$ cat src/rtl/fpu_pkg.sv
// Shared FPU definitions: binary32 field layout, INT32 saturation values,
// rounding-mode and float-to-int sequencer state encodings.
package fpu_pkg;

  localparam int EXP_W = 8;
  localparam int MAN_W = 23;
  localparam int BIAS  = 127;

  localparam logic [31:0] INT32_MAX = 32'h7FFF_FFFF;
  localparam logic [31:0] INT32_MIN = 32'h8000_0000;

  // Biased exponent at which e = 23 (integer-aligned mantissa) and e = 31.
  localparam logic [7:0] EXP_LSH0 = 8'(BIAS + MAN_W);
  localparam logic [7:0] EXP_SAT  = 8'(BIAS + 31);
  // Beyond 25 right shifts every mantissa bit is already in sticky.
  localparam logic [4:0] RSH_MAX  = 5'd25;

  typedef enum logic [2:0] {
    RM_RNE = 3'b000,
    RM_RTZ = 3'b001,
    RM_RDN = 3'b010,
    RM_RUP = 3'b011,
    RM_RMM = 3'b100
  } rmode_e;

  typedef enum logic [1:0] {
    ST_IDLE  = 2'd0,
    ST_SHIFT = 2'd1,
    ST_ROUND = 2'd2,
    ST_DONE  = 2'd3
  } fp2int_state_e;

endpackage

$ cat src/rtl/fp2int_round.sv
// Rounding increment decision from guard/sticky and mode, then conditional
// two's-complement negation of the rounded magnitude. Purely combinational.
module fp2int_round
  import fpu_pkg::*;
(
  input  logic [31:0] mag,
  input  logic        guard,
  input  logic        sticky,
  input  logic        sign,
  input  logic [2:0]  rmode,
  output logic [31:0] result,
  output logic        inexact
);

  logic        inc;
  logic [31:0] rounded;

  // Increment decision per rounding mode; unused encodings behave as RNE.
  always_comb begin
    inc = 1'b0;
    case (rmode)
      RM_RTZ:  inc = 1'b0;
      RM_RDN:  inc = sign & (guard | sticky);
      RM_RUP:  inc = ~sign & (guard | sticky);
      RM_RMM:  inc = guard;
      default: inc = guard & (sticky | mag[0]);
    endcase
    rounded = mag + {31'd0, inc};
    result  = sign ? (~rounded + 32'd1) : rounded;
    inexact = guard | sticky;
  end

endmodule

$ cat src/rtl/fp_to_int_seq.sv
// Sequential binary32 -> int32 converter with valid/ready handshakes.
// Optional macro FP2INT_FAST_SHIFT_EN: right shifts become one barrel shift
// with sticky reduction (one SHIFT cycle) instead of one bit per cycle.
//
// state    | meaning
// ST_IDLE  | waiting for an operand, in_ready high
// ST_SHIFT | aligning the mantissa to the integer point
// ST_ROUND | rounding/negation or special result, registering outputs
// ST_DONE  | result held until out_ready
module fp_to_int_seq
  import fpu_pkg::*;
(
  input  logic        clk,
  input  logic        rst,
  input  logic        in_valid,
  output logic        in_ready,
  input  logic [31:0] fp_in,
  input  logic [2:0]  r_mode,
  output logic        out_valid,
  input  logic        out_ready,
  output logic [31:0] int_out,
  output logic        invalid,
  output logic        inexact
);

  fp2int_state_e state_q, state_d;
  logic [31:0] mag_q, mag_d;
  logic        guard_q, guard_d, sticky_q, sticky_d, sign_q, sign_d;
  logic        spec_q, spec_d, spec_inv_q, spec_inv_d, left_q, left_d;
  logic [2:0]  rmode_q, rmode_d;
  logic [4:0]  sh_q, sh_d;
`ifndef FP2INT_FAST_SHIFT_EN
  logic [4:0]  cnt_q, cnt_d;
`endif
  logic        out_valid_q, out_valid_d, invalid_q, invalid_d, inexact_q, inexact_d;
  logic [31:0] int_out_q, int_out_d;

  logic        in_sign, in_special, in_spec_inv;
  logic [7:0]  in_exp, in_rsh_raw;
  logic [23:0] in_man;
  logic [4:0]  in_rsh, in_lsh;
  logic [31:0] in_spec_res;
  logic [31:0] rnd_result;
  logic        rnd_inexact;

`ifdef FP2INT_FAST_SHIFT_EN
  logic [49:0] rsh_ext;
  assign rsh_ext = {mag_q[23:0], 26'd0} >> sh_q;
`endif

  // Operand classification and special-result selection at accept time.
  always_comb begin
    in_sign     = fp_in[31];
    in_exp      = fp_in[MAN_W +: EXP_W];
    in_man      = {(in_exp != 8'd0), fp_in[MAN_W-1:0]};
    in_special  = (in_exp >= EXP_SAT);
    in_rsh_raw  = (in_exp == 8'd0) ? (EXP_LSH0 - 8'd1) : (EXP_LSH0 - in_exp);
    in_rsh      = (in_rsh_raw > 8'(RSH_MAX)) ? RSH_MAX : in_rsh_raw[4:0];
    in_lsh      = in_exp[4:0] - EXP_LSH0[4:0];
    in_spec_inv = 1'b1;
    in_spec_res = in_sign ? INT32_MIN : INT32_MAX;
    if ((in_exp == 8'hFF) && (fp_in[MAN_W-1:0] != '0)) begin
      in_spec_res = INT32_MAX;
    end else if (fp_in == 32'hCF00_0000) begin
      in_spec_inv = 1'b0;
    end
  end

  fp2int_round u_round (
    .mag     (mag_q),
    .guard   (guard_q),
    .sticky  (sticky_q),
    .sign    (sign_q),
    .rmode   (rmode_q),
    .result  (rnd_result),
    .inexact (rnd_inexact)
  );

  // Next-state and datapath updates for the conversion sequence.
  always_comb begin
    state_d     = state_q;
    mag_d       = mag_q;
    guard_d     = guard_q;
    sticky_d    = sticky_q;
    sign_d      = sign_q;
    spec_d      = spec_q;
    spec_inv_d  = spec_inv_q;
    left_d      = left_q;
    rmode_d     = rmode_q;
    sh_d        = sh_q;
`ifndef FP2INT_FAST_SHIFT_EN
    cnt_d       = cnt_q;
`endif
    out_valid_d = out_valid_q;
    int_out_d   = int_out_q;
    invalid_d   = invalid_q;
    inexact_d   = inexact_q;
    case (state_q)
      ST_IDLE: begin
        if (in_valid) begin
          sign_d     = in_sign;
          rmode_d    = r_mode;
          guard_d    = 1'b0;
          sticky_d   = 1'b0;
          spec_d     = in_special;
          spec_inv_d = in_spec_inv;
          left_d     = (in_exp >= EXP_LSH0);
          sh_d       = (in_exp >= EXP_LSH0) ? in_lsh : in_rsh;
`ifndef FP2INT_FAST_SHIFT_EN
          cnt_d      = in_rsh;
`endif
          if (in_special) begin
            mag_d   = in_spec_res;
            state_d = ST_ROUND;
          end else begin
            mag_d   = {8'd0, in_man};
            state_d = ST_SHIFT;
          end
        end
      end
      ST_SHIFT: begin
        if (left_q) begin
          mag_d   = mag_q << sh_q;
          state_d = ST_ROUND;
        end else begin
`ifdef FP2INT_FAST_SHIFT_EN
          mag_d    = {8'd0, rsh_ext[49:26]};
          guard_d  = rsh_ext[25];
          sticky_d = |rsh_ext[24:0];
          state_d  = ST_ROUND;
`else
          mag_d    = mag_q >> 1;
          guard_d  = mag_q[0];
          sticky_d = sticky_q | guard_q;
          cnt_d    = cnt_q - 5'd1;
          if (cnt_q == 5'd1) state_d = ST_ROUND;
`endif
        end
      end
      ST_ROUND: begin
        out_valid_d = 1'b1;
        state_d     = ST_DONE;
        if (spec_q) begin
          int_out_d = mag_q;
          invalid_d = spec_inv_q;
          inexact_d = 1'b0;
        end else begin
          int_out_d = rnd_result;
          invalid_d = 1'b0;
          inexact_d = rnd_inexact;
        end
      end
      ST_DONE: begin
        if (out_ready) begin
          out_valid_d = 1'b0;
          state_d     = ST_IDLE;
        end
      end
      default: state_d = ST_IDLE;
    endcase
  end

  // State and output registers; reset drops any operand in flight.
  always_ff @(posedge clk) begin
    if (rst) begin
      state_q     <= ST_IDLE;
      mag_q       <= '0;
      guard_q     <= 1'b0;
      sticky_q    <= 1'b0;
      sign_q      <= 1'b0;
      spec_q      <= 1'b0;
      spec_inv_q  <= 1'b0;
      left_q      <= 1'b0;
      rmode_q     <= '0;
      sh_q        <= '0;
`ifndef FP2INT_FAST_SHIFT_EN
      cnt_q       <= '0;
`endif
      out_valid_q <= 1'b0;
      int_out_q   <= '0;
      invalid_q   <= 1'b0;
      inexact_q   <= 1'b0;
    end else begin
      state_q     <= state_d;
      mag_q       <= mag_d;
      guard_q     <= guard_d;
      sticky_q    <= sticky_d;
      sign_q      <= sign_d;
      spec_q      <= spec_d;
      spec_inv_q  <= spec_inv_d;
      left_q      <= left_d;
      rmode_q     <= rmode_d;
      sh_q        <= sh_d;
`ifndef FP2INT_FAST_SHIFT_EN
      cnt_q       <= cnt_d;
`endif
      out_valid_q <= out_valid_d;
      int_out_q   <= int_out_d;
      invalid_q   <= invalid_d;
      inexact_q   <= inexact_d;
    end
  end

  // Outputs read as idle/zero for the whole time rst is high.
  assign in_ready  = (state_q == ST_IDLE) && !rst;
  assign out_valid = out_valid_q && !rst;
  assign int_out   = rst ? 32'd0 : int_out_q;
  assign invalid   = invalid_q && !rst;
  assign inexact   = inexact_q && !rst;

endmodule

$ cat config.mk
export PLATFORM = sky130hd
export DESIGN_NAME = fp_to_int_seq
export DESIGN_NICKNAME = d
export VERILOG_FILES = /design/src/rtl/fpu_pkg.sv /design/src/rtl/fp2int_round.sv /design/src/rtl/fp_to_int_seq.sv
export SDC_FILE = /design/constraint.sdc
export NUM_CORES = 1
export LEC_CHECK = 0
export ABC_CLOCK_PERIOD_IN_PS = 4200
export CAP_MARGIN = 40
export CORE_ASPECT_RATIO = 0.8
export CORE_MARGIN = 2
export CORE_UTILIZATION = 54
export CTS_CLUSTER_DIAMETER = 120
export DETAILED_ROUTE_END_ITERATION = 12
export GPL_ROUTABILITY_DRIVEN = 0
export PLACE_DENSITY = 0.78
export SLEW_MARGIN = 20
export SYNTH_ARGS = -nofsm -noshare
export SYNTH_HDL_FRONTEND = slang
export SYNTH_SLANG_ARGS = --single-unit
$ cat constraint.sdc
create_clock -name clk -period 4.2 [get_ports clk]
set_input_delay 0.84 -clock clk [delete_from_list [all_inputs] [get_ports clk]]
set_output_delay 0.84 -clock clk [all_outputs]
set_load 0.05 [all_outputs]
==> impl_results.html, run 1 <==
<table>
<tr><th>Metric</th><th>Value</th></tr>
<tr><th colspan="2">Outcome</th></tr>
<tr><td>Outcome</td><td>completed</td></tr>
<tr><th colspan="2">Floorplan</th></tr>
<tr><td>Core region area</td><td>about 0.014 mm^2</td></tr>
<tr><td>Die area</td><td>0.0158 mm^2</td></tr>
<tr><td>Starting density of the core</td><td>a little under three fifths</td></tr>
<tr><td>Die boundary width</td><td>140 um</td></tr>
<tr><td>Die Y</td><td>~110 um</td></tr>
<tr><td>Number of cell rows</td><td>39</td></tr>
<tr><td>I/O pin total</td><td>between 70 and 80</td></tr>
<tr><th colspan="2">Cells and area</th></tr>
<tr><td>Area added between synthesis and finish</td><td>13.6%</td></tr>
<tr><td>Number of nets at the end of the flow</td><td>1111</td></tr>
<tr><td>Final non-filler cell area</td><td>0.00907 mm^2</td></tr>
<tr><td>ANT cells</td><td>0</td></tr>
<tr><td>Layout cell share with drive strength beyond 1</td><td>a little under a tenth</td></tr>
<tr><th colspan="2">Global routing</th></tr>
<tr><td>Number of antenna violations at the first check in global routing</td><td>0</td></tr>
<tr><td>Wire length of the first global-routing pass</td><td>~38000 um</td></tr>
<tr><td>Maximum number of pins on one net before global-route repair</td><td>between 70 and 80</td></tr>
<tr><td>Total congestion overflow after global routing</td><td>0</td></tr>
<tr><td>Overall Global Routing Usage</td><td>29.5%</td></tr>
<tr><td>Via count of the first global-routing pass</td><td>about 7.2k</td></tr>
<tr><th colspan="2">Worst setup path</th></tr>
<tr><td>Required arrival time at the worst endpoint</td><td>about 4.4 ns</td></tr>
<tr><td>Class of the most critical setup path</td><td>flop to flop</td></tr>
<tr><td>R2r endpoint</td><td>int_out_q[28]$_SDFFE_PP0P_</td></tr>
<tr><td>Worst setup slack for register-to-register paths</td><td>between 0.2 and 0.25 ns</td></tr>
<tr><td>Startpoint of the most critical register-to-register path</td><td>rmode_q[0]$_SDFFE_PP0P_</td></tr>
<tr><td>Startpoint type of the worst setup path</td><td>flop</td></tr>
<tr><td>Data arrival time of the worst path</td><td>between 4 and 5 ns</td></tr>
<tr><td>Number of cell instances on the worst register-to-register path</td><td>17</td></tr>
<tr><td>Crit Path Max Fanout</td><td>5</td></tr>
<tr><td>Setup crit start</td><td>rmode_q[0]$_SDFFE_PP0P_</td></tr>
<tr><td>Critical Path End Type</td><td>flop</td></tr>
<tr><th colspan="2">Hold path</th></tr>
<tr><td>Worst hold path type</td><td>flop to flop</td></tr>
<tr><td>End of the worst hold path</td><td>invalid_q$_SDFFE_PP0P_</td></tr>
<tr><td>Number of cells on the worst hold path</td><td>2</td></tr>
<tr><td>Beginning of the worst hold path</td><td>invalid_q$_SDFFE_PP0P_</td></tr>
<tr><th colspan="2">Power and ir drop</th></tr>
<tr><td>Static Leak</td><td>about 0.0031 uW</td></tr>
<tr><td>P_sw</td><td>3010 uW</td></tr>
<tr><td>PwrDens</td><td>667 mW/mm^2</td></tr>
<tr><td>Power share of the clock group</td><td>a little over an eighth</td></tr>
<tr><td>Logic pwr share</td><td>around 57%</td></tr>
<tr><td>Internal Power</td><td>between 3000 and 4000 uW</td></tr>
<tr><td>Register share of total power</td><td>29.3%</td></tr>
<tr><td>Switching share of power</td><td>49.7%</td></tr>
<tr><td>Max rail drop VDD</td><td>between 0.3 and 0.4 mV</td></tr>
<tr><th colspan="2">Logic synthesis</th></tr>
<tr><td>Number of enable flip-flop cells after synthesis</td><td>0</td></tr>
<tr><td>Most used flip-flop cell after synthesis</td><td>sky130_fd_sc_hd__dfxtp_1</td></tr>
<tr><td>Flops &amp; latches, synth</td><td>slightly below 90</td></tr>
<tr><td>Post-Synthesis Cells</td><td>approximately 1.1k</td></tr>
<tr><td>Seq/Total Area, Yosys</td><td>~22%</td></tr>
<tr><td>Synth async-reset ratio</td><td>0%</td></tr>
<tr><td>Top area cells in the synthesized netlist</td><td>sky130_fd_sc_hd__dfxtp_1 (22%), sky130_fd_sc_hd__nor2_1 (5.5%), sky130_fd_sc_hd__mux4_2 (5.1%)</td></tr>
<tr><td>Portion of synthesized cell area occupied by the leading cell type</td><td>22.1%</td></tr>
<tr><td>Syn avg cell area</td><td>roughly 7.6 um^2</td></tr>
<tr><td>Area leader, netlist</td><td>sky130_fd_sc_hd__dfxtp_1</td></tr>
<tr><td>Cell Area, Synth</td><td>between 0.007 and 0.008 mm^2</td></tr>
<tr><td>Nets in the synthesized netlist</td><td>~1.1k</td></tr>
<tr><td>Unique cell type count in the Yosys netlist</td><td>84</td></tr>
<tr><td>Synth warn</td><td>0</td></tr>
<tr><th colspan="2">Detailed routing</th></tr>
<tr><td>Number of DRC violations after detailed routing</td><td>0</td></tr>
<tr><td>Total routed wirelength</td><td>approximately 24000 um</td></tr>
<tr><td>Average wire per cell in the routed design</td><td>between 15 and 20 um</td></tr>
<tr><td>Residual antenna-violating net count after detailed routing</td><td>0</td></tr>
<tr><td>Violation count after the first detailed-routing iteration</td><td>between 1k and 1.5k</td></tr>
<tr><td>Overall via count from detail_route</td><td>8249</td></tr>
<tr><td>Number of detailed-routing iterations run before antenna repair</td><td>7</td></tr>
<tr><td>Vias per cell</td><td>about 6.6</td></tr>
<tr><th colspan="2">Flow run</th></tr>
<tr><td>Number of max-cap violations</td><td>0</td></tr>
<tr><th colspan="2">Place</th></tr>
<tr><td>Detailed placer's ending HPWL</td><td>between 15000 and 20000 um</td></tr>
<tr><td>Area after detailed placement</td><td>roughly 0.0088 mm^2</td></tr>
<tr><td>Buffers added on ports</td><td>74</td></tr>
<tr><th colspan="2">Clock network</th></tr>
<tr><td>Buffer type at the clock tree root</td><td>sky130_fd_sc_hd__clkbuf_16</td></tr>
<tr><td>Number of buffers between clock root and the deepest sink</td><td>2</td></tr>
<tr><td>Htree depth</td><td>3</td></tr>
<tr><td>Hold buffer count at CTS</td><td>0</td></tr>
<tr><td>Clock buffer count from CTS</td><td>9</td></tr>
<tr><td>Clock tree from TritonCTS</td><td>built</td></tr>
<tr><td>Number of clock sinks</td><td>just under 90</td></tr>
<tr><td>Clock latency on the worst-skew pair</td><td>between 0.3 and 0.4 ns</td></tr>
<tr><td>Clock-pin slew reported for the worst setup and hold paths after clock tree synthesis</td><td>0.07 ns</td></tr>
<tr><td>Number of buffers inserted by post-CTS setup repair</td><td>0</td></tr>
<tr><th colspan="2">STA</th></tr>
<tr><td>Post-layout minimum cycle time</td><td>3.96 ns</td></tr>
<tr><td>Sum Neg Setup Slack</td><td>0 ns</td></tr>
<tr><td>Final Skew</td><td>around 0.0086 ns</td></tr>
<tr><td>Final number of setup-violating endpoints</td><td>0</td></tr>
<tr><td>Achievable clock frequency</td><td>0.252 GHz</td></tr>
<tr><td>Final critical-path share of the clock period</td><td>between 90% and 100%</td></tr>
<tr><td>RSZ-0062 raised after global routing</td><td>no</td></tr>
<tr><td>Transition time of the tightest slew-check pin</td><td>0.801 ns</td></tr>
<tr><td>Worst hold slack after final layout</td><td>0.459 ns</td></tr>
<tr><td>Final number of hold-violating endpoints</td><td>0</td></tr>
<tr><td>Number of pins exceeding their max-slew limit in the final report</td><td>0</td></tr>
<tr><td>Worst slew margin relative to its limit</td><td>between 40% and 50%</td></tr>
</table>
[cells by family (layout without fill, tap and decap cells)]
logic type,Yosys count,in the layout,synth area share [%]
AND/OR/NAND/NOR,403,403,26.1
AO/OA/AOI/OAI,296,296,25.9
buffers and inverters,136,141,6.65
flip-flops,88,88,22.1
multiplexers,60,60,10.5
XOR/XNOR,57,57,6.25
adder cells (fa/ha/maj),16,16,2.51
[per-layer routing]
metal	up-vias	track usage (%)	part of all wire, %	routed length, um
met5	-	0	0	0
met2	517	42.7	42	9860
li1	3919	-	-	-
met4	0	10.0	2.2	519
met1	3768	43.8	46	10800
met3	45	5.97	10	2430
[flip-flops by register name, indices dropped and copies added (netlist names), 2 cells and up]
| signal | flops |
|---|---|
| state_q | 2 |
| mag_q | 32 |
| rmode_q | 3 |
| int_out_q | 32 |
| sh_q | 5 |
| cnt_q | 5 |
[final cells by class]
cell class,instances,area (um^2)
fill,1323,5280
multi-input combinational,832,5720
sequential,88,1760
clock inverter,5,56.3
inverter,27,101
timing repair buffer,98,958
clock buffer,11,243
tap,184,230
[Yosys cell counts (all sizes together), types with 15 or more instances]
cell / count
nand3: 29
nor2: 118
o21ai: 64
inv: 25
and3: 18
clkbuf: 95
a21oi: 60
nor3: 35
dfxtp: 88
xor2: 26
ha: 16
mux4: 18
nor4: 15
o211ai: 17
nor2b: 38
mux2i: 32
nand2: 73
nand4: 15
or3: 25
a311oi: 23
a211oi: 36
xnor2: 31
[power by group through the flow]
stage / registers [uW] / clock network (uW) / logic (uW)
floorplan: 1280 / 0 / 2890
global placement: 1740 / 0 / 3260
detailed placement: 1750 / 0 / 3350
CTS: 1730 / 832 / 3370
global route: 1810 / 866 / 3730
finish: 1770 / 822 / 3450
[worst max-delay path by stage]
stage / to / slack [ns] / cells after the start
2_1_floorplan: int_out_q[28]$_SDFFE_PP0P_ / 0.07 / 20
3_3_place_gp: int_out_q[28]$_SDFFE_PP0P_ / 0.39 / 17
3_5_place_dp: int_out_q[28]$_SDFFE_PP0P_ / 0.28 / 17
4_1_cts: int_out_q[28]$_SDFFE_PP0P_ / 0.24 / 17
5_1_grt: int_out_q[28]$_SDFFE_PP0P_ / 0.005 / 17
6_report: int_out_q[28]$_SDFFE_PP0P_ / 0.24 / 17
[worst max-delay path, stage by stage, from the launching register on]
cell,delay [ns]
sky130_fd_sc_hd__dfxtp_1,0.34
sky130_fd_sc_hd__xnor2_1,0.15
sky130_fd_sc_hd__nor3b_1,0.21
sky130_fd_sc_hd__a21oi_1,0.06
sky130_fd_sc_hd__nor2_1,0.17
sky130_fd_sc_hd__ha_1,0.20
sky130_fd_sc_hd__ha_1,0.26
sky130_fd_sc_hd__inv_1,0.07
sky130_fd_sc_hd__ha_1,0.19
sky130_fd_sc_hd__or4b_4,0.49
sky130_fd_sc_hd__o31ai_4,0.11
sky130_fd_sc_hd__o21ai_2,0.16
sky130_fd_sc_hd__nand3b_4,0.21
sky130_fd_sc_hd__or3_1,0.36
sky130_fd_sc_hd__or3_4,0.38
sky130_fd_sc_hd__o31ai_4,0.23
sky130_fd_sc_hd__xnor2_1,0.15
sky130_fd_sc_hd__o22ai_1,0.10
[repair_timing]
item / 4_1_cts / 5_1_grt
gates resized for setup: 0 / 3
endpoints found under the setup margin: 0 / 1
endpoints found under the hold margin: 0 / 0
[metrics by stage]
stage / total power [uW] / instances / utilization [%] / setup WS, ns
2_1_floorplan: 4170 / 1056 / - / 0.0708
3_3_place_gp: 5000 / 1227 / 60.7 / 0.394
3_5_place_dp: 5100 / 1229 / 61.0 / 0.275
4_1_cts: 5930 / 1245 / 63.1 / 0.242
5_1_grt: 6410 / 1245 / 63.2 / 0.00533
6_report: 6050 / 1245 / 63.2 / 0.237
[layout by cell type (no fill, tap or decap), types with 12 or more instances in the layout]
| cell type | count |
|---|---|
| sky130_fd_sc_hd__or3_1 | 24 |
| sky130_fd_sc_hd__nor2_1 | 116 |
| sky130_fd_sc_hd__clkdlybuf4s50_1 | 73 |
| sky130_fd_sc_hd__mux4_2 | 18 |
| sky130_fd_sc_hd__a211oi_1 | 35 |
| sky130_fd_sc_hd__buf_4 | 22 |
| sky130_fd_sc_hd__o22ai_1 | 12 |
| sky130_fd_sc_hd__nor4_1 | 13 |
| sky130_fd_sc_hd__nand4_1 | 13 |
| sky130_fd_sc_hd__xnor2_1 | 31 |
| sky130_fd_sc_hd__o211ai_1 | 17 |
| sky130_fd_sc_hd__ha_1 | 16 |
| sky130_fd_sc_hd__nand3_1 | 28 |
| sky130_fd_sc_hd__mux2i_1 | 32 |
| sky130_fd_sc_hd__inv_1 | 25 |
| sky130_fd_sc_hd__a311oi_1 | 23 |
| sky130_fd_sc_hd__and3_1 | 17 |
| sky130_fd_sc_hd__nor2b_1 | 38 |
| sky130_fd_sc_hd__a21oi_1 | 59 |
| sky130_fd_sc_hd__xor2_1 | 26 |
| sky130_fd_sc_hd__o21ai_0 | 53 |
| sky130_fd_sc_hd__nand2_1 | 73 |
| sky130_fd_sc_hd__dfxtp_1 | 88 |
| sky130_fd_sc_hd__a221oi_1 | 13 |
| sky130_fd_sc_hd__nor3_1 | 31 |
| sky130_fd_sc_hd__a222oi_1 | 14 |
Power figures use the tool's default switching activity.
==> inputs of run 2 (changes only) <==
--- a/config.mk
+++ b/config.mk
@@ -12,7 +12,6 @@
 export CORE_UTILIZATION = 54
 export CTS_CLUSTER_DIAMETER = 120
 export DETAILED_ROUTE_END_ITERATION = 12
-export GPL_ROUTABILITY_DRIVEN = 0
 export PLACE_DENSITY = 0.78
 export SLEW_MARGIN = 20
 export SYNTH_ARGS = -nofsm -noshare
==> run 2 against run 1 <==
Net effect:
- flip-flop and latch count unchanged
- largest power group unchanged
- power up 0.76%
- clock skew up 0.00073 ns
- sequential power about the same
- count of clock-buffer cells in the layout down 1
- global-route usage up 0.43 points
- clock power up 8.9%
- hold slack better by 0.0045 ns
- sequential share of layout area about the same
- first-iteration DRC count down 23%
- worst setup slack worse by 0.0079 ns
- die area unchanged
==> impl_results.html, run 2 (synthesis gave the netlist of run 1 again) <==
<table>
<tr><th>Metric</th><th>Value</th></tr>
<tr><th colspan="2">Outcome</th></tr>
<tr><td>Outcome</td><td>completed (unchanged)</td></tr>
<tr><th colspan="2">Clock network</th></tr>
<tr><td>Clock buffer count from CTS</td><td>9 (unchanged)</td></tr>
<tr><td>Number of clock sinks</td><td>88 (unchanged)</td></tr>
<tr><td>Htree depth</td><td>3 (unchanged)</td></tr>
<tr><td>Clock-pin slew reported for the worst setup and hold paths after clock tree synthesis</td><td>0.07 ns (about the same)</td></tr>
<tr><td>Clock latency on the worst-skew pair</td><td>0.36 ns (about the same)</td></tr>
<tr><td>Clock tree from TritonCTS</td><td>built (unchanged)</td></tr>
<tr><td>Number of buffers between clock root and the deepest sink</td><td>2 (unchanged)</td></tr>
<tr><td>Hold buffer count at CTS</td><td>0 (unchanged)</td></tr>
<tr><td>Buffer type at the clock tree root</td><td>sky130_fd_sc_hd__clkbuf_16 (unchanged)</td></tr>
<tr><td>Number of buffers inserted by post-CTS setup repair</td><td>0 (unchanged)</td></tr>
<tr><td>Post-cts resize count</td><td>0 (unchanged)</td></tr>
<tr><th colspan="2">Worst setup path</th></tr>
<tr><td>Required arrival time at the worst endpoint</td><td>4.43 ns (was 4.42 ns)</td></tr>
<tr><td>Worst setup slack for register-to-register paths</td><td>0.23 ns (was 0.24 ns)</td></tr>
<tr><td>Worst setup endpoint</td><td>int_out_q[28]$_SDFFE_PP0P_ (unchanged)</td></tr>
<tr><td>Startpoint of the most critical register-to-register path</td><td>mag_q[0]$_SDFFE_PP0P_ (was rmode_q[0]$_SDFFE_PP0P_)</td></tr>
<tr><td>Startpoint type of the worst setup path</td><td>flop (unchanged)</td></tr>
<tr><td>Data arrival time of the worst path</td><td>4.20 ns (was 4.18 ns)</td></tr>
<tr><td>R2r endpoint</td><td>int_out_q[28]$_SDFFE_PP0P_ (unchanged)</td></tr>
<tr><td>Class of the most critical setup path</td><td>flop to flop (unchanged)</td></tr>
<tr><td>Critical Path End Type</td><td>flop (unchanged)</td></tr>
<tr><td>Setup crit start</td><td>mag_q[0]$_SDFFE_PP0P_ (was rmode_q[0]$_SDFFE_PP0P_)</td></tr>
<tr><td>Crit Path Max Fanout</td><td>5 (unchanged)</td></tr>
<tr><td>Number of cell instances on the worst register-to-register path</td><td>17 (unchanged)</td></tr>
<tr><th colspan="2">Floorplan</th></tr>
<tr><td>Die Y</td><td>113 um (unchanged)</td></tr>
<tr><td>Die boundary width</td><td>140 um (unchanged)</td></tr>
<tr><td>Starting density of the core</td><td>55.6% (unchanged)</td></tr>
<tr><td>I/O pin total</td><td>75 (unchanged)</td></tr>
<tr><td>Number of cell rows</td><td>39 (unchanged)</td></tr>
<tr><td>Core region area</td><td>0.0143 mm^2 (unchanged)</td></tr>
<tr><td>Die area</td><td>0.0158 mm^2 (unchanged)</td></tr>
<tr><th colspan="2">Global routing</th></tr>
<tr><td>Number of antenna violations at the first check in global routing</td><td>0 (unchanged)</td></tr>
<tr><td>Global routing usage on met2</td><td>43.1% (was 42.7%)</td></tr>
<tr><td>M1 GR Usage</td><td>45.0% (was 43.8%)</td></tr>
<tr><td>Total congestion overflow after global routing</td><td>0 (unchanged)</td></tr>
<tr><td>Via count of the first global-routing pass</td><td>7418 (was 7207)</td></tr>
<tr><td>Overall Global Routing Usage</td><td>30.0% (was 29.5%)</td></tr>
<tr><td>Layer with the highest usage</td><td>met1 (unchanged)</td></tr>
<tr><td>Routing usage on met3</td><td>6.22% (was 5.97%)</td></tr>
<tr><td>Wire length of the first global-routing pass</td><td>38700 um (was 38200 um)</td></tr>
<tr><td>Maximum number of pins on one net before global-route repair</td><td>72 (was 73)</td></tr>
<tr><th colspan="2">Cells and area</th></tr>
<tr><td>Registers with the highest flip-flop counts</td><td>int_out_q: 32 flops, mag_q: 32 flops (unchanged)</td></tr>
<tr><td>Number of filler instances in the final layout</td><td>1286 (was 1323)</td></tr>
<tr><td>Most common cell after layout, fill and taps aside</td><td>sky130_fd_sc_hd__nor2_1 (unchanged)</td></tr>
<tr><td>Layout cell share with drive strength beyond 1</td><td>9.35% (was 9.33%)</td></tr>
<tr><td>Number of nets at the end of the flow</td><td>1109 (was 1111)</td></tr>
<tr><td>Area added between synthesis and finish</td><td>13.9% (was 13.6%)</td></tr>
<tr><td>ANT cells</td><td>0 (unchanged)</td></tr>
<tr><td>Top library cells by usage in the layout, fill and taps aside</td><td>sky130_fd_sc_hd__nor2_1 (116), sky130_fd_sc_hd__dfxtp_1 (87), sky130_fd_sc_hd__nand2_1 (73), sky130_fd_sc_hd__clkdlybuf4s50_1 (73), sky130_fd_sc_hd__a21oi_1 (59) (was sky130_fd_sc_hd__nor2_1 (116), sky130_fd_sc_hd__dfxtp_1 (88), sky130_fd_sc_hd__nand2_1 (73), sky130_fd_sc_hd__clkdlybuf4s50_1 (73), sky130_fd_sc_hd__a21oi_1 (59))</td></tr>
<tr><th colspan="2">Detailed routing</th></tr>
<tr><td>Violation count after the first detailed-routing iteration</td><td>950 (was 1233)</td></tr>
<tr><td>Average wire per cell in the routed design</td><td>19.0 um (about the same)</td></tr>
<tr><td>Total routed wirelength</td><td>23700 um (was 23600 um)</td></tr>
<tr><td>Residual antenna-violating net count after detailed routing</td><td>0 (unchanged)</td></tr>
<tr><td>Overall via count from detail_route</td><td>8248 (was 8249)</td></tr>
<tr><td>Vias per cell</td><td>6.64 (was 6.63)</td></tr>
<tr><td>Number of detailed-routing iterations run before antenna repair</td><td>7 (unchanged)</td></tr>
<tr><td>Number of DRC violations after detailed routing</td><td>0 (unchanged)</td></tr>
<tr><th colspan="2">Hold path</th></tr>
<tr><td>Worst hold path type</td><td>flop to flop (unchanged)</td></tr>
<tr><td>Beginning of the worst hold path</td><td>invalid_q$_SDFFE_PP0P_ (unchanged)</td></tr>
<tr><th colspan="2">STA</th></tr>
<tr><td>Final critical-path setup slack</td><td>0.229 ns (was 0.237 ns)</td></tr>
<tr><td>Final Skew</td><td>0.00929 ns (was 0.00857 ns)</td></tr>
<tr><td>Final number of setup-violating endpoints</td><td>0 (unchanged)</td></tr>
<tr><td>Post-layout minimum cycle time</td><td>3.97 ns (was 3.96 ns)</td></tr>
<tr><td>Number of pins exceeding their max-slew limit in the final report</td><td>0 (unchanged)</td></tr>
<tr><td>Worst slew margin relative to its limit</td><td>39.3% (was 46.5%)</td></tr>
<tr><td>RSZ-0062 raised after global routing</td><td>no (unchanged)</td></tr>
<tr><td>Transition time of the tightest slew-check pin</td><td>0.904 ns (was 0.801 ns)</td></tr>
<tr><td>Final number of hold-violating endpoints</td><td>0 (unchanged)</td></tr>
<tr><td>Achievable clock frequency</td><td>0.252 GHz (about the same)</td></tr>
<tr><td>Final critical-path share of the clock period</td><td>94.5% (was 94.4%)</td></tr>
<tr><td>Sum Neg Setup Slack</td><td>0 ns (unchanged)</td></tr>
<tr><th colspan="2">Power and ir drop</th></tr>
<tr><td>PwrDens</td><td>670 mW/mm^2 (was 667 mW/mm^2)</td></tr>
<tr><td>Max rail drop VDD</td><td>0.403 mV (was 0.382 mV)</td></tr>
<tr><td>Static Leak</td><td>0.00308 uW (was 0.00307 uW)</td></tr>
<tr><th colspan="2">Place</th></tr>
<tr><td>Detailed placer's ending HPWL</td><td>17100 um (was 17200 um)</td></tr>
<tr><td>Placer congestion estimate</td><td>around 0.97</td></tr>
<tr><td>Buffers added on ports</td><td>74 (unchanged)</td></tr>
<tr><td>Post-Place Worst Slack</td><td>0.241 ns (was 0.275 ns)</td></tr>
<tr><th colspan="2">Flow run</th></tr>
<tr><td>Number of max-cap violations</td><td>0 (unchanged)</td></tr>
</table>
-- run 2: cell types whose count changed in the layout (fill, tap and decap cells not counted), sizes merged --
cell,change
bufinv,+1
buf,-2
clkinv,-2
inv,+2
clkbuf,-1
-- run 2: layout make-up --
class / instances / area, um^2 / area share [%]
clock buffers: 10 / 239 / 2.63
multi-input cells: 832 / 5710 / 62.8
repair buffers: 96 / 955 / 10.5
clock inverters: 6 / 90.1 / 0.991
flip-flops and latches: 88 / 1760 / 19.4
well taps: 184 / 230 / 2.53
inverters: 27 / 101 / 1.12
-- run 2: report_power, final --
group	switching [uW]	total, uW	internal, uW
Clock	354	895	540
Sequential	655	1780	1120
Combinational	1980	3420	1440
-- run 2: through the flow --
step           std cells  hold slack (ns)  util, %  area (um^2)  total power, uW
2_1_floorplan       1056            0.436        -         7980             4170
3_3_place_gp        1223            0.448     60.5         8680             5000
3_5_place_dp        1226            0.456     60.9         8740             5090
4_1_cts             1242            0.465     63.2         9070             5990
5_1_grt             1243            0.493     63.3         9090             6500
6_report            1243            0.464     63.3         9090             6090
-- run 2: worst min path at each step --
stage | endpoint | slack (ns) | cells after the start
finish | invalid_q$_SDFFE_PP0P_ | 0.46 | 2
CTS | invalid_q$_SDFFE_PP0P_ | 0.47 | 2
global route | inexact_q$_SDFFE_PP0P_ | 0.49 | 2
detailed placement | inexact_q$_SDFFE_PP0P_ | 0.46 | 2
floorplan | inexact_q$_SDFFE_PP0P_ | 0.44 | 2
global placement | inexact_q$_SDFFE_PP0P_ | 0.45 | 2
-- run 2: layer usage --
| layer | vias up | share of wire (%) |
|---|---|---|
| li1 | 3916 | - |
| met1 | 3806 | 45 |
| met2 | 456 | 41 |
| met3 | 70 | 11 |
| met4 | 0 | 2.5 |
| met5 | - | 0 |
-- run 2: critical path, stage by stage (launching register included) --
cell and delay (ns):
sky130_fd_sc_hd__dfxtp_1 0.32, sky130_fd_sc_hd__nor3_1 0.22, sky130_fd_sc_hd__o31ai_1 0.10, sky130_fd_sc_hd__a21oi_1 0.17, sky130_fd_sc_hd__nor2_1 0.08, sky130_fd_sc_hd__ha_1 0.21, sky130_fd_sc_hd__ha_1 0.33, sky130_fd_sc_hd__inv_1 0.07
sky130_fd_sc_hd__ha_1 0.20, sky130_fd_sc_hd__or4b_4 0.49, sky130_fd_sc_hd__o31ai_4 0.10, sky130_fd_sc_hd__o21ai_2 0.14, sky130_fd_sc_hd__nand3b_4 0.20, sky130_fd_sc_hd__or3_1 0.36, sky130_fd_sc_hd__or3_4 0.38, sky130_fd_sc_hd__o31ai_4 0.23
sky130_fd_sc_hd__xnor2_1 0.14, sky130_fd_sc_hd__o22ai_1 0.09
